--- src/rtl/stepdown_pwm_deadtime.sv ---
// Buck converter high/low-side gate sequencer with fixed dead time, minimum on-time
// and blanked cycle-by-cycle current limit. Moore outputs decoded from the state register.
module stepdown_pwm_deadtime #(
  parameter int DT_CYC = 4,
  parameter int MIN_ON = 3,
  parameter int BLANK  = 2
) (
  input  logic       CLK,
  input  logic       RST,
  input  logic       CELV,
  input  logic       CELG,
  input  logic       SUB,
  input  logic       en,
  input  logic       pwm_req,
  input  logic       ilim,
  output logic       hs_on,
  output logic       ls_on,
  output logic       ilim_flag,
  output logic [2:0] state
);

  typedef enum logic [2:0] {
    IDLE  = 3'd0,
    DT_H  = 3'd1,
    HS_ON = 3'd2,
    DT_L  = 3'd3,
    LS_ON = 3'd4
  } state_t;

  localparam logic [3:0] DT_LOAD   = 4'(DT_CYC - 1);
  localparam logic [3:0] MIN_LOAD  = 4'(MIN_ON - 1);
  localparam logic [3:0] BLANK_THR = 4'(MIN_ON - BLANK);

  state_t     state_q, state_d;
  logic [3:0] cnt_q, cnt_d;
  logic       flag_q, flag_d;
  logic       sat_q, sat_d;
  logic       blanked;
  logic       ilim_trip;
  logic       unused_pwr;

  assign unused_pwr = CELV ^ CELG ^ SUB;

  // sat_q marks HS_ON cycles after the counter has already sat at zero, which
  // keeps the blanking window finite when BLANK equals MIN_ON.
  assign blanked   = (cnt_q >= BLANK_THR) && !sat_q;
  assign ilim_trip = (state_q == HS_ON) && ilim && !blanked;

  always_ff @(posedge CLK) begin
    if (RST) begin
      state_q <= IDLE;
      cnt_q   <= 4'd0;
      flag_q  <= 1'b0;
      sat_q   <= 1'b0;
    end else begin
      state_q <= state_d;
      cnt_q   <= cnt_d;
      flag_q  <= flag_d;
      sat_q   <= sat_d;
    end
  end

  always_comb begin
    state_d = state_q;
    cnt_d   = (cnt_q == 4'd0) ? 4'd0 : cnt_q - 4'd1;
    flag_d  = flag_q;
    sat_d   = (state_q == HS_ON) && (sat_q || (cnt_q == 4'd0));
    if (!en) begin
      state_d = IDLE;
      cnt_d   = 4'd0;
      flag_d  = 1'b0;
      sat_d   = 1'b0;
    end else begin
      if (ilim_trip) begin
        flag_d = 1'b1;
      end else if (!pwm_req) begin
        flag_d = 1'b0;
      end
      case (state_q)
        IDLE: begin
          state_d = pwm_req ? DT_H : DT_L;
          cnt_d   = DT_LOAD;
        end
        DT_H: begin
          if (cnt_q == 4'd0) begin
            state_d = HS_ON;
            cnt_d   = MIN_LOAD;
          end
        end
        HS_ON: begin
          if (ilim_trip || (!pwm_req && (cnt_q == 4'd0))) begin
            state_d = DT_L;
            cnt_d   = DT_LOAD;
          end
        end
        DT_L: begin
          if (cnt_q == 4'd0) begin
            state_d = LS_ON;
          end
        end
        LS_ON: begin
          if (pwm_req && !flag_q) begin
            state_d = DT_H;
            cnt_d   = DT_LOAD;
          end
        end
        default: begin
          state_d = IDLE;
          cnt_d   = 4'd0;
        end
      endcase
    end
  end

  always_comb begin
    hs_on     = (state_q == HS_ON);
    ls_on     = (state_q == LS_ON);
    ilim_flag = flag_q;
    state     = state_q;
  end

endmodule
--- config.mk ---
export PLATFORM = sky130hd
export DESIGN_NAME = stepdown_pwm_deadtime
export DESIGN_NICKNAME = d
export VERILOG_FILES = /design/src/rtl/stepdown_pwm_deadtime.sv
export SDC_FILE = /design/constraint.sdc
export NUM_CORES = 1
export LEC_CHECK = 0
export BUFFER_PORTS_ARGS = -buffer_cell sky130_fd_sc_hd__buf_2
export CORE_MARGIN = 2
export CORE_UTILIZATION = 28
export DETAILED_ROUTE_END_ITERATION = 7
export PLACE_DENSITY_LB_ADDON = 0.15
export SYNTH_ARGS = -nofsm -noshare
export SYNTH_HDL_FRONTEND = slang
export SYNTH_SLANG_ARGS = --single-unit
--- constraint.sdc ---
create_clock -name CLK -period 1.6 [get_ports CLK]
set_input_delay 0 -clock CLK [delete_from_list [all_inputs] [get_ports CLK]]
set_output_delay 0 -clock CLK [all_outputs]
set_load 0.01 [all_outputs]
==> results.sh <==
export IMPL_grt_pass1_wl_um=1930
export IMPL_wire_per_inst_um=12.1
export IMPL_gp_congestion=0.778
export IMPL_via_count=497
export IMPL_p_leak_nw=0.306
export IMPL_hold_class="input port to flop"
export IMPL_ys_warn_count=0
export IMPL_drt_first_pass_iters=4
export IMPL_clock_sinks=9
export IMPL_max_freq_ghz=0.617
export IMPL_tns_ns=-0.0217
export IMPL_maxSlewHeadroom_pct=76.3
export IMPL_ant_nets=0
export IMPL_p_sw_share_pct=27.1
export IMPL_worstPathArrival_ns=1.82
export IMPL_p_clk_share_pct=33.6
export IMPL_floorplan_initialDensity_pct=30.1
export IMPL_clock_path_buffers=2
export IMPL_async_flop_share_pct=0
export IMPL_switchingPower_w=0.000146
export IMPL_ys_types=23
export IMPL_core_sq_um=1520
export IMPL_power_density_nw_per_um2=781
export IMPL_violations="negative setup slack"
export IMPL_grt_pass1_vias=451
export IMPL_area_delta_synth_final_pct=49.9
export IMPL_io_pins=14
export IMPL_overflow=0
export IMPL_rsz0062_at_grt="yes"
export IMPL_yosysTopAreaCellShare_pct=39.2
export IMPL_cp_end_kind="flop"
export IMPL_synth_area_sq_um=459
export IMPL_min_period_ns=1.62
export IMPL_timing_final_hold_violations=0
export IMPL_drc=0
export IMPL_status="finished with violations"
export IMPL_synth_edf_count=0
export IMPL_yosys_top_cells_area="dfxtp_1, nand2b_1, nor4_4"
export IMPL_syn_nets=61
export IMPL_ys_dominant_reg_cell="dfxtp_1"
export IMPL_path_max_fanout=3
export IMPL_tritoncts="yes"
export IMPL_dpl_instance_area_sq_um=604
export IMPL_clock_skew_ns=0.0112
export IMPL_worstSkewPairLatency_ns=0.26
export IMPL_fin_nets=91
export IMPL_wirelength_um=1190
export IMPL_vias_per_cell=5.07
export IMPL_hpwlAfterDp_um=866
export IMPL_grt_antenna_before_repair=0
export IMPL_cts_made_buffers=3
export IMPL_post_synth_top_area_cell="dfxtp_1"
export IMPL_syn_inst=53
export IMPL_setup_ws_ns=-0.0217
export IMPL_track_usage_pct=13.9
export IMPL_die_y_um=44.5
export IMPL_worstSetupPathType="flop to flop"
export IMPL_start_kind="flop"
export IMPL_root_buffer="clkbuf_4"
export IMPL_layout_drive_gt1_share_pct=45.1
export IMPL_path_clk_slew_ns=0.07
export IMPL_fin_crit_sh_pct=101
export IMPL_ys_seq_area_share_pct=39.2
export IMPL_setup_viol=1
export IMPL_grt_max_degree=9
export IMPL_place_ws_ns=-0.0419
export IMPL_antenna_cells=0
export IMPL_p_comb_share_pct=21.9
export IMPL_die_area_sq_um=1980
export IMPL_row_count=14
export IMPL_max_cap_viol_count=0
export IMPL_pwr_share_seq_pct=44.5
export IMPL_vdd_drop_max_v=0.000364
export IMPL_syn_avg_cell_area_sq_um=8.66
export IMPL_timing_reg2reg_setup_slack_ns=-0.02
export IMPL_die_width_um=44.5
export IMPL_max_slew_worst_pin_slew_ns=0.352
export IMPL_maxSlewViolCount=0
export IMPL_cp_required_ns=1.79
export IMPL_htreeDepth=1
export IMPL_numPortBuffers=10
export IMPL_first_iter_violations=26
export IMPL_ys_ff_latch=9
export IMPL_stdcell_area_sq_um=688
export IMPL_power_internal_w=0.000392
[flip-flops by register name, summed over array words and instances, names as in the netlist]
| register | flops |
|---|---|
| cnt_q | 4 |
| state | 3 |
| ilim_flag | 1 |
| sat_q | 1 |
[path summary, 6_finish.rpt]
path	from	end	cells past startpoint
max	cnt_q[2]	state[1]	5
min reg2reg	ilim_flag	ilim_flag	2
max reg2reg	cnt_q[2]	state[1]	5
min	ilim	ilim_flag	3
[worst max-delay path: stages (launching register included)]
cell,delay [ns]
dfxtp_2,0.33
nor4_4,0.39
buf_4,0.19
o22ai_2,0.05
or4_1,0.42
a211oi_2,0.18
[final cells by class]
cell class / instances / area (sq um)
inverters: 2 / 7.51
repair buffers: 25 / 165
flip-flops and latches: 9 / 183
multi-input cells: 42 / 287
fillers: 158 / 836
well taps: 16 / 20.0
clock buffers: 4 / 26.3
[cell usage in the layout (no fill, tap or decap), types with 2 or more instances in the layout]
master	count
dfxtp_1	7
o21ai_0	4
clkbuf_4	3
a21oi_1	2
nor3_1	3
buf_4	14
inv_1	2
dfxtp_2	2
nand2_1	5
a31oi_1	2
nand2b_1	5
o31ai_1	2
nor2_1	4
nor3b_1	2
buf_2	10
[cell families after synthesis]
family / Yosys count / share of synthesized area [%]
simple gates: 25 / 33.0
compound gates: 17 / 26.2
flops: 9 / 39.2
buf+inv: 2 / 1.64
[synthesized netlist by cell type, types with 2 or more instances]
cell,n
dfxtp_1,9
nand2_1,5
nor2_1,4
nor3_1,3
a31oi_1,2
nor3b_1,2
nand2b_1,5
o21ai_0,4
o31ai_1,2
inv_1,2
a21oi_1,3
[routing by layer]
layer  wire length, um  GRT usage [%]  part of all wire (%)
met5                 0              0                     0
met4                15           10.9                   1.3
met3                49           2.45                   4.1
met2               559           20.6                    47
met1               563           17.5                    47
[power by group through the flow]
stage,combinational [W],clock (W),sequential (W)
after floorplan,0.0000437,0,0.000250
after global placement,0.0000920,0,0.000244
after detailed placement,0.0000926,0,0.000244
after CTS,0.000110,0.000191,0.000239
after global routing,0.000128,0.000203,0.000240
final,0.000117,0.000181,0.000239
[per-stage QoR]
stage / power (W) / instances / utilization (%) / hold slack, ns
floorplan: 0.000294 / 53 / - / 0.149
global placement: 0.000336 / 89 / 39.7 / 0.279
detailed placement: 0.000336 / 89 / 39.7 / 0.290
CTS: 0.000540 / 97 / 43.9 / 0.0325
global route: 0.000570 / 98 / 45.2 / 0.0819
finish: 0.000537 / 98 / 45.2 / 0.0406
[repair_timing]
| item | in CTS | in global routing |
|---|---|---|
| setup buffers | 3 | 1 |
| cloned | 0 | 0 |
| pin swaps | 1 | 3 |
| gates resized for setup | 2 | 3 |
| endpoints found under the setup margin | 4 | 5 |
| hold buffers | 1 | 0 |
| hold endpoints to repair | 1 | 0 |
No activity file was read; power rests on OpenSTA's default activity.
